--- config.mk ---
export PLATFORM = sky130hd
export DESIGN_NAME = stream_xbar_credit_ctrl
export DESIGN_NICKNAME = d
export VERILOG_FILES = /design/src/rtl/stream_xbar_credit_ctrl.sv
export SDC_FILE = /design/constraint.sdc
export NUM_CORES = 1
export LEC_CHECK = 0
export CELL_PAD_IN_SITES_DETAIL_PLACEMENT = 0
export CELL_PAD_IN_SITES_GLOBAL_PLACEMENT = 2
export CORE_ASPECT_RATIO = 1.1
export CORE_MARGIN = 3
export CORE_UTILIZATION = 18
export DETAILED_ROUTE_END_ITERATION = 12
export PLACE_DENSITY = 0.75
export SLEW_MARGIN = 20
export SYNTH_ARGS = -nofsm -noshare
export SYNTH_HDL_FRONTEND = slang
export SYNTH_SLANG_ARGS = --single-unit
--- constraint.sdc ---
create_clock -name clk_i -period 2 [get_ports clk_i]
set_input_delay 0.4 -clock clk_i [delete_from_list [all_inputs] [get_ports clk_i]]
set_output_delay 0.4 -clock clk_i [all_outputs]
set_load 0.02 [all_outputs]
--- src/rtl/stream_xbar_credit_ctrl.sv ---
// Credit-based admission and flush sequencing placed in front of the stream_xbar inputs.
// Define STREAM_XBAR_CREDIT_PERF_EN to build the per-output credit-stall counters.
module stream_xbar_credit_ctrl #(
  parameter int unsigned NumInp     = 2,
  parameter int unsigned NumOut     = 2,
  parameter int unsigned MaxCredits = 4,
  parameter int unsigned SelWidth   = (NumOut > 1) ? $clog2(NumOut) : 1,
  parameter int unsigned CntWidth   = $clog2(MaxCredits + 1)
) (
  input  logic                            clk_i,
  input  logic                            rst_i,
  input  logic [NumInp-1:0]               valid_i,
  input  logic [NumInp-1:0][SelWidth-1:0] sel_i,
  output logic [NumInp-1:0]               ready_o,
  output logic [NumInp-1:0]               xbar_valid_o,
  input  logic [NumInp-1:0]               xbar_ready_i,
  input  logic [NumOut-1:0]               credit_i,
  output logic [NumOut-1:0][CntWidth-1:0] credit_cnt_o,
  input  logic                            flush_req_i,
  output logic                            xbar_flush_o,
  output logic                            flush_ack_o,
  output logic                            credit_err_o,
  output logic [NumOut-1:0][31:0]         perf_stall_o
);

  localparam logic [CntWidth-1:0] MaxCnt = CntWidth'(MaxCredits);

  typedef enum logic [1:0] {
    IDLE  = 2'd0,
    DRAIN = 2'd1,
    FLUSH = 2'd2,
    ACK   = 2'd3
  } state_e;

  state_e                       state_q, state_d;
  logic [NumInp-1:0]            lock_q, lock_d;
  logic [NumOut-1:0][CntWidth-1:0] cnt_q, cnt_d;
  logic                         err_q, err_d;
  logic                         armed_q, armed_d;
  logic [NumInp-1:0]            grant;
  logic [NumOut-1:0]            out_grant;
  logic [NumOut-1:0]            wants;
  logic [NumOut-1:0]            admit_ok;

  // Fixed-priority admission: the first unlocked requester per output claims it.
  always_comb begin
    logic hit;
    grant     = '0;
    out_grant = '0;
    wants     = '0;
    admit_ok  = '0;
    hit       = 1'b0;
    for (int j = 0; j < NumOut; j++) begin
      admit_ok[j] = (state_q == IDLE) && (cnt_q[j] != '0);
      for (int i = 0; i < NumInp; i++) begin
        hit = valid_i[i] && !lock_q[i] && (sel_i[i] == SelWidth'(j)) && !wants[j];
        grant[i]     = grant[i] | (hit & admit_ok[j]);
        out_grant[j] = out_grant[j] | (hit & admit_ok[j]);
        wants[j]     = wants[j] | hit;
      end
    end
  end

  // A lock survives until its forwarded valid handshakes with the xbar.
  assign xbar_valid_o = lock_q | grant;
  assign ready_o      = xbar_valid_o & xbar_ready_i;
  assign lock_d       = xbar_valid_o & ~xbar_ready_i;

  // Credits are consumed at grant time; a return into a full counter saturates.
  always_comb begin
    cnt_d = cnt_q;
    err_d = err_q;
    for (int j = 0; j < NumOut; j++) begin
      case ({out_grant[j], credit_i[j]})
        2'b10: cnt_d[j] = cnt_q[j] - CntWidth'(1);
        2'b01: begin
          if (cnt_q[j] == MaxCnt) begin
            err_d = 1'b1;
          end else begin
            cnt_d[j] = cnt_q[j] + CntWidth'(1);
          end
        end
        default: cnt_d[j] = cnt_q[j];
      endcase
    end
  end

  // Flush sequencer; a request must drop for a cycle before it can re-arm.
  always_comb begin
    state_d = state_q;
    armed_d = armed_q | ~flush_req_i;
    case (state_q)
      IDLE: begin
        if (flush_req_i && armed_q) begin
          state_d = DRAIN;
          armed_d = 1'b0;
        end else begin
          state_d = IDLE;
        end
      end
      DRAIN: begin
        if (lock_q == '0) begin
          state_d = FLUSH;
        end else begin
          state_d = DRAIN;
        end
      end
      FLUSH:   state_d = ACK;
      ACK:     state_d = IDLE;
      default: state_d = IDLE;
    endcase
  end

  // State registers.
  always_ff @(posedge clk_i) begin
    if (rst_i) begin
      state_q <= IDLE;
      lock_q  <= '0;
      cnt_q   <= {NumOut{MaxCnt}};
      err_q   <= 1'b0;
      armed_q <= 1'b1;
    end else begin
      state_q <= state_d;
      lock_q  <= lock_d;
      cnt_q   <= cnt_d;
      err_q   <= err_d;
      armed_q <= armed_d;
    end
  end

  assign credit_cnt_o = cnt_q;
  assign credit_err_o = err_q;
  assign xbar_flush_o = (state_q == FLUSH);
  assign flush_ack_o  = (state_q == ACK);

`ifdef STREAM_XBAR_CREDIT_PERF_EN
  logic [NumOut-1:0][31:0] perf_q;

  // Count cycles where an unlocked request is starved of credit.
  always_ff @(posedge clk_i) begin
    if (rst_i) begin
      perf_q <= '0;
    end else begin
      for (int j = 0; j < NumOut; j++) begin
        if (wants[j] && (cnt_q[j] == '0)) begin
          perf_q[j] <= perf_q[j] + 32'd1;
        end else begin
          perf_q[j] <= perf_q[j];
        end
      end
    end
  end

  assign perf_stall_o = perf_q;
`else
  assign perf_stall_o = '0;
`endif

endmodule

# Yosys cells after proc, flatten, opt, wreduce, memory -nomap -nowiden
# Cells that the tools add are included.
word_totals:
  input_bits: 11
  latch_bits: 0
  out_inout_bits: 77
  mem_bits_ro: 0
  n_memories: 0
  ff_bits: 12
  mem_bits_rw: 0
classes:
  bitwise: 16
  div_mod_pow: 0
  muxes: 13
  n_reduce_logical: 23
  n_mul: 0
  n_shift: 0
  addsub: 4
  n_eq_ne: 11
  order_cmp: 0
op_table:
  columns: ["op", "n"]
  rows:
  - ["$pmux W3 S2", 2]
  - ["$logic_and A1 B1 Y1", 11]
  - ["$eq A2 B2 Y1 const B", 4]
  - ["$pmux W2 S4", 1]
  - ["$mux W1", 7]
  - ["$add A3 B1 Y3 const B", 2]
  - ["$eq A2 B1 Y1 const B", 3]
  - ["$eq A3 B3 Y1 const B", 2]
  - ["$mux W3", 2]
  - ["$reduce_bool A3 Y1", 2]
  - ["$sub A3 B1 Y3 const B", 2]
  - ["$or A1 B1 Y1", 5]
  - ["$and A1 B1 Y1", 4]
  - ["$and A2 B2 Y2", 2]
  - ["$logic_not A1 Y1", 4]
  - ["$logic_not A2 Y1", 2]
  - ["$ne A2 B2 Y1 const B", 2]
  - ["$reduce_and A2 Y1", 2]
  - ["$reduce_bool A2 Y1", 2]
  - ["$not A1 Y1", 3]
  - ["$mux W2", 1]
  - ["$not A2 Y2", 1]
  - ["$or A2 B2 Y2", 1]

# Longest topological paths before layout
# Gate-level depths: netlist of the first run.
depth:
  word_depth: 11
  depth_mapped: 10

# Least setup slack after synthesis of the first run
# No wires, ideal clock.
synth_path:
  path_kind: "flip-flop to flip-flop"
  start: "register cnt_q (netlist bit credit_cnt_o[0])"
  end: "register cnt_q (netlist bit credit_cnt_o[2])"
  setup_ns: 0.124
  stages_incl_launch_ff: 9
  n_path_buf: 0
  t_arrival_ns: 1.932
  setup_slack_ns: -0.056
  cell_sequence: "dfxtp_1 > or3_1 > o211ai_2 > nand2_1 > xor2_1 > ha_1 > nor3_1 > nor4bb_1 > nor3_1"
synth_between:
  elab_chain_len: 7
synth_rtl:
  columns: ["element", "line_no", "source"]
  rows:
  - ["from (decl)", "37", "logic [NumOut-1:0][CntWidth-1:0] cnt_q, cnt_d;"]
  - ["from (signal assigned)", "119", "cnt_q <= {NumOut{MaxCnt}};"]
  - ["from (signal assigned)", "125", "cnt_q <= cnt_d;"]
  - ["$reduce_bool A3 Y1", "54", "admit_ok[j] = (state_q == IDLE) && (cnt_q[j] != '0);"]
  - ["$logic_and A1 B1 Y1", "54", null]
  - ["$and A1 B1 Y1", "58", "out_grant[j] = out_grant[j] | (hit & admit_ok[j]);"]
  - ["$or A1 B1 Y1", "58", null]
  - ["$eq A2 B1 Y1 or $eq A2 B2 Y1 (tied branches)", "74", "case ({out_grant[j], credit_i[j]})"]
  - ["$ne A2 B2 Y1 (no line) or $reduce_bool A2 Y1 (tied branches)", null, null]
  - ["$reduce_and A2 Y1 (no line)", null, null]
# Parallel ways exist; a longest one is shown, timed or not. The select of a mux whose other input is x is not followed.
# A chain may end at the register's enable or synchronous reset.

# Worst setup path after layout of the first run
layout_path:
  start: "register cnt_q (netlist bit credit_cnt_o[1])"
  end: "output ready_o[0]"
layout_between:
  elab_chain_len: 6
layout_rtl:
  columns: ["element", "line_no", "source"]
  rows:
  - ["$reduce_bool A3 Y1", "54", null]
  - ["$logic_and A1 B1 Y1", "54", null]
  - ["$and A1 B1 Y1", "57", "grant[i] = grant[i] | (hit & admit_ok[j]);"]
  - ["$or A1 B1 Y1", "57", null]
  - ["$or A2 B2 Y2", "65", "assign xbar_valid_o = lock_q | grant;"]
  - ["$and A2 B2 Y2", "66", "assign ready_o = xbar_valid_o & xbar_ready_i;"]
  - ["to (decl)", "14", "output logic [NumInp-1:0] ready_o,"]
# Every way passes these cells.

==> results of run 1 <==
[critical path, stage by stage (launching register included)]
cell      delay [ps]
dfxtp_1          310
or3_4            390
and4b_1          190
a311oi_2         270
nor2b_1           80
buf_4            160
[placed cells by master, fill, tap and decap left out, types with 4 or more instances in the layout]
cell             netlist  final
nor2b_1                4      4
nor3_1                 7      6
nand2_1                8      8
clkdlybuf4s50_1        0     13
dfxtp_1               12     10
nor3b_1                6      5
clkbuf_8               0      4
nor2_1                 7      7
buf_4                 64     31
inv_1                  6      6
conb_1                 1     64
[cell families (layout without fill, tap and decap cells)]
family	count (synthesis)	after routing	synth area share, %
AO/OA/AOI/OAI	23	23	14.67
flip-flops	12	12	16.67
multiplexers	1	1	0.6945
buffers and inverters	75	64	37.24
adder cells (fa/ha/maj)	2	2	1.736
AND/OR/NAND/NOR	59	59	26.91
XOR/XNOR	3	3	1.823
other	1	64	0.2602
[worst paths after layout]
check        slack, ps  cells past startpoint             from               to
max                -30                      5  credit_cnt_o[1]       ready_o[0]
min                480                      2     credit_err_o     credit_err_o
max reg2reg         40                     10  credit_cnt_o[1]  credit_cnt_o[2]
min reg2reg        480                      2     credit_err_o     credit_err_o
[repair_timing]
| action | in CTS | in global routing |
|---|---|---|
| setup endpoints to repair | 8 | 8 |
| pin swaps | 11 | 9 |
| resized for setup | 32 | 15 |
| setup buffers | 3 | 0 |
[sequential cells by signal (all words and copies together), names as in the netlist, named ones only]
name          count
lock_q            2
state_q           1
credit_err_o      1
credit_cnt_o      6
armed_q           1
[where the power goes]
group	leakage (nW)	total (mW)	switching [mW]	internal (mW)
Clock	0.0288	0.275	0.101	0.174
Sequential	0.0996	0.315	0.0295	0.286
Combinational	0.743	0.827	0.467	0.360
[metrics by stage]
| step | std cells | utilization, % | hold WS [ps] |
|---|---|---|---|
| 3_5_place_dp | 327 | 22.83 | 473.1 |
| 6_report | 333 | 24.24 | 475.9 |
| 3_3_place_gp | 327 | 22.83 | 454.3 |
| 2_1_floorplan | 239 | - | 463.3 |
| 5_1_grt | 333 | 24.24 | 527.5 |
| 4_1_cts | 333 | 23.87 | 481.8 |
[Yosys cell counts, drive strengths merged, types with 3 or more instances]
cell type	instances
buf	66
a21oi	4
or3	3
nand2	8
nand3	3
o21ai	3
nor3	8
nor2b	4
inv	6
nor3b	6
nor2	7
clkbuf	3
a2111oi	3
dfxtp	12
a211o	3
[final cells by class]
cell class              count  area share, %
multi-input cells         152          51.35
repair buffers             54          24.26
flip-flops and latches     12          13.11
well taps                 105          7.095
clock buffers               4          2.973
inverters                   6          1.216
[routing by layer]
layer	global-route usage, %	vias up
met2	11.21	57
met4	2.436	0
met3	1.574	5
met1	7.671	516
li1	-	589
met5	0	-
==> summary.txt, run 1 <==
Route
  – First-pass iteration count of the detailed router: 4
  – Post-route DRC: 0
  – Detailed Route WL: 3157 um
  – Routed length per instance: between 9 and 10 um
  – DR vias/cell: about 3.5
  – Routed Antenna Nets: 0
  – Met3 Wirelength: 288 um
  – Via count: between 1000 and 1500
  – Wl on met1: approximately 1300 um
  – Met2 routed WL: between 1500 and 2000 um
  – Top Layer Used: met4
  – DR iter-0 viols: 17

Global routing
  – Largest net degree at the start of global routing: 21
  – First-pass GRT wire length: a little under 5000 um
  – Overflow after GRT: 0
  – Initial antenna violation count: 0
  – Overall Global Routing Usage: under 10%
  – Vias in the first global route: roughly 1000

Pwr
  – Power consumption: ~1.4 mW
  – Leakage: about 0.87 nW
  – Power density cells: approximately 770 nW/um2
  – Maximum vdd drop: between 150 and 200 uV

Finish
  – NumNets Final: between 200 and 250
  – Reg area: 242.7 um2
  – Layout overhead on the synthesized area: 28.47%
  – Ant. Diodes: 0
  – Final non-filler cell area: approximately 1900 um2
  – Fillcell total: ~830
  – Share of cells above drive strength 1: just under 30%
  – Multi-input logic area: between 900 and 1000 um2

Logic synthesis
  – Sequential share of the synthesized area: around 17%
  – Main synth FF type: dfxtp_1
  – Synth area leaders: buf_4, dfxtp_1, nor3b_1, nand3b_4, nor3_1
  – Number of synthesized register bits: 12
  – Syn. warnings: 0
  – FFs w/ async S/R, synth: 0%
  – Area of the mapped netlist: 1441 um2
  – Cells after Synth: 176
  – Avg Inst Size Synth: 8.190 um2
  – Area share of the largest cell type after synthesis: approximately a third
  – EDFF count, synth: 0
  – Yosys cell types: 47
  – Cell taking the most area after synthesis: buf_4

Clocking
  – Clk_lat worst skew: 250 ps
  – TritonCTS clock tree: done
  – H-tree levels: 1
  – CTS buffer count: 3
  – CTS Hold Bufs: 0
  – Clock Path Buffers: 2
  – Clock sink total: 12
  – CTS root buf: clkbuf_8
  – Clock transition at path regs: 60 ps

STA
  – Setup WS post-layout: -34.59 ps
  – TNS Setup: -46.45 ps
  – Worst slew pin tran: 513.3 ps
  – Max Slew Vio Count: 0
  – Slew headroom: 65.70%
  – Max Freq: approximately 0.49 GHz
  – RSZ-0062 raised after global routing: yes
  – Clock Skews: between 3 and 4 ps
  – Hold Vio Cnt, Final: 0
  – # setup viols final: 2
  – Crit path time final: 2035 ps
  – Final worst path period share: 101.7%

Run status
  – Failing checks: negative setup slack
  – Status: finished with violations

Die
  – Die Y: 99.86 um
  – Width of the die: approximately 90 um
  – Core Area: around 7600 um2
  – Number of core rows: 33
  – Initial core utilization: approximately a fifth
  – Die ar.: between 9000 and 10000 um2
  – Boundary pin count: 88

Setup path
  – Critical setup path kind: flop to output pin
  – CP max FO: 3
  – Critical path capture point type: output pin
  – Worst path required time: 1600 ps
  – Worst path arrival time: around 1600 ps
  – Startpoint types: flop

Placement
  – Pre-CTS setup slack: -617.1 ps
  – Routability cong.: roughly 0.74
  – PortBufs: 23
  – Detailed Place HPWL: 2457 um
  – Placed cell area: ~1700 um2

Worst hold path
  – Hold Crit Class: flop to flop

Flow run
  – Maxcap violations: 0
Note: power is estimated with default switching activity, not from simulation.
==> inputs of run 2 (changes only) <==
--- a/config.mk
+++ b/config.mk
@@ -9,9 +9,10 @@
 export CELL_PAD_IN_SITES_GLOBAL_PLACEMENT = 2
 export CORE_ASPECT_RATIO = 1.1
 export CORE_MARGIN = 3
-export CORE_UTILIZATION = 18
+export CORE_UTILIZATION = 23
 export DETAILED_ROUTE_END_ITERATION = 12
-export PLACE_DENSITY = 0.75
+export DONT_BUFFER_PORTS = 1
+export PLACE_DENSITY = 0.58
 export SLEW_MARGIN = 20
 export SYNTH_ARGS = -nofsm -noshare
 export SYNTH_HDL_FRONTEND = slang
==> run 2 against run 1 <==
Against the previous run:
- the flow still finishes with violations (negative setup slack)
- die area shrank 20%
- critical path type unchanged
- sequential cell count is the same
- cell area shrank 21%
- sequential power grew 8.3%
- hold slack lost 260 ps
- cell count shrank 20%
- sequential share of layout area grew 3.6 points
- utilization grew 0.57 points
- global-route usage grew 0.84 points
- via count shrank 11%
- combinational power shrank 21%
==> summary.txt, run 2 (synthesis gave the netlist of run 1 again) <==
Setup path
  – Worst path required time: about 1600 ps
  – Startpoint types: flop
  – Worst path arrival time: approximately 1600 ps
  – Critical path capture point type: output pin
  – CP max FO: 3
  – Critical setup path kind: flop to output pin

Finish
  – Core Util, Final: between 20 and 25%
  – Final non-filler cell area: between 1000 and 1500 um2
  – Layout overhead on the synthesized area: 1.823%
  – Most frequent cells in the layout: conb_1, buf_4, nand2_1, dfxtp_1, nor2_1
  – NumNets Final: roughly 210
  – Fillcell total: approximately 660
  – Commonest non-fill, non-tap cell in the layout: conb_1
  – Max reg flops: 6
  – Multi-input logic area: ~930 um2
  – Share of cells above drive strength 1: between 20 and 25%
  – Reg area: 245.2 um2
  – Ant. Diodes: 0

Global routing
  – First-pass GRT wire length: 4126 um
  – Largest net degree at the start of global routing: 22
  – Overall Global Routing Usage: between 7 and 8%
  – Overflow after GRT: 0
  – Vias in the first global route: between 800 and 900
  – Initial antenna violation count: 0

STA
  – Max Freq: roughly 0.50 GHz
  – Hold_ws: between 200 and 250 ps
  – RSZ-0062 raised after global routing: yes
  – # setup viols final: 1
  – Final worst path period share: 100.5%
  – Crit path time final: roughly 2000 ps
  – Clock Skews: between 2 and 2.5 ps
  – Hold Vio Cnt, Final: 0
  – Max Slew Vio Count: 0
  – Slew headroom: 66.39%
  – Worst slew pin tran: 503.1 ps
  – TNS Setup: -9.890 ps
  – Setup WS post-layout: -9.890 ps

Route
  – Post-route DRC: 0
  – Routed length per instance: between 10 and 15 um
  – Via count: 1041
  – DR vias/cell: 3.899
  – DR iter-0 viols: 24
  – Detailed Route WL: about 3000 um
  – Routed Antenna Nets: 0
  – First-pass iteration count of the detailed router: 4

Clocking
  – Clock Path Buffers: 2
  – TritonCTS clock tree: done
  – CTS Hold Bufs: 0
  – CTS root buf: clkbuf_8
  – H-tree levels: 1
  – Clk_lat worst skew: 240 ps
  – Clock transition at path regs: about 60 ps
  – CTS buffer count: 3
  – Clock sink total: 12

Die
  – Core Area: approximately 5900 um2
  – Die Y: between 80 and 90 um
  – Width of the die: 81.48 um
  – Boundary pin count: just under 90
  – Die ar.: between 7000 and 8000 um2
  – Number of core rows: 29
  – Initial core utilization: approximately 24%

Pwr
  – Clk pwr share: approximately a fifth
  – Power consumption: between 1 and 1.5 mW
  – Power density cells: 837.2 nW/um2
  – Leakage: 0.6749 nW
  – Logic gate share of total power: 53.5%
  – Seq pwr share: ~28%
  – Sw power: around 0.56 mW
  – Net Sw Frac: between 40% and 50%
  – Pint: around 0.67 mW
  – Maximum vdd drop: ~200 uV

Placement
  – Placed cell area: roughly 1400 um2
  – PortBufs: 0
  – Detailed Place HPWL: around 2400 um
  – Routability cong.: slightly below 0.7

Run status
  – Status: finished with violations
  – Failing checks: negative setup slack

Flow run
  – Maxcap violations: 0

Worst hold path
  – Hold Crit Class: primary input to flop
[run 2: power groups by stage]
stage	combinational (mW)	sequential [mW]	clock, mW
2_1_floorplan	0.531	0.386	0
3_3_place_gp	0.646	0.339	0
3_5_place_dp	0.639	0.338	0
4_1_cts	0.646	0.341	0.236
5_1_grt	0.721	0.351	0.251
6_report	0.657	0.341	0.230
[run 2: worst paths after layout]
check	slack, ps	depth (start not counted)	from	to
worst max-delay path	-10	4	credit_cnt_o[0]	ready_o[0]
worst min-delay path	210	1	rst_i	flop
worst max register to register	40	8	lock_q[0]	credit_cnt_o[5]
worst min register to register	510	2	armed_q	armed_q
[run 2: metrics by stage]
stage                     std cells  worst slack (ps)
final                           267            -9.890
after global routing            267            -67.82
after CTS                       266            -18.38
after detailed placement        263             26.11
after global placement          263             13.83
after floorplan                 239             38.29
[run 2: area by class of cell]
cell class	instances	area share (%)
sequential	12	16.71
inverter	6	1.535
multi-input combinational	152	63.68
timing repair buffer	17	8.696
tap	77	6.564
clock buffer	3	2.813
[run 2: what timing repair did]
item	CTS	global route
gates cloned	0	0
setup buffers	0	1
hold endpoints to repair	0	0
gates resized for setup	4	8
endpoints found under the setup margin	2	5
pin swaps	3	3
[run 2: worst max-delay path, stage by stage, from the launching register on]
cell      delay (ps)
dfxtp_2          320
or3_4            400
and4b_1          200
a311oi_2         310
nor2b_2          140
[run 2: metal layers]
metal | global-route usage [%] | part of all wire (%) | vias up
li1 | - | - | 517
met1 | 8.514 | 41 | 470
met2 | 12.37 | 47 | 50
met3 | 2.319 | 11 | 4
met4 | 2.765 | 1.4 | 0
met5 | 0 | 0 | -
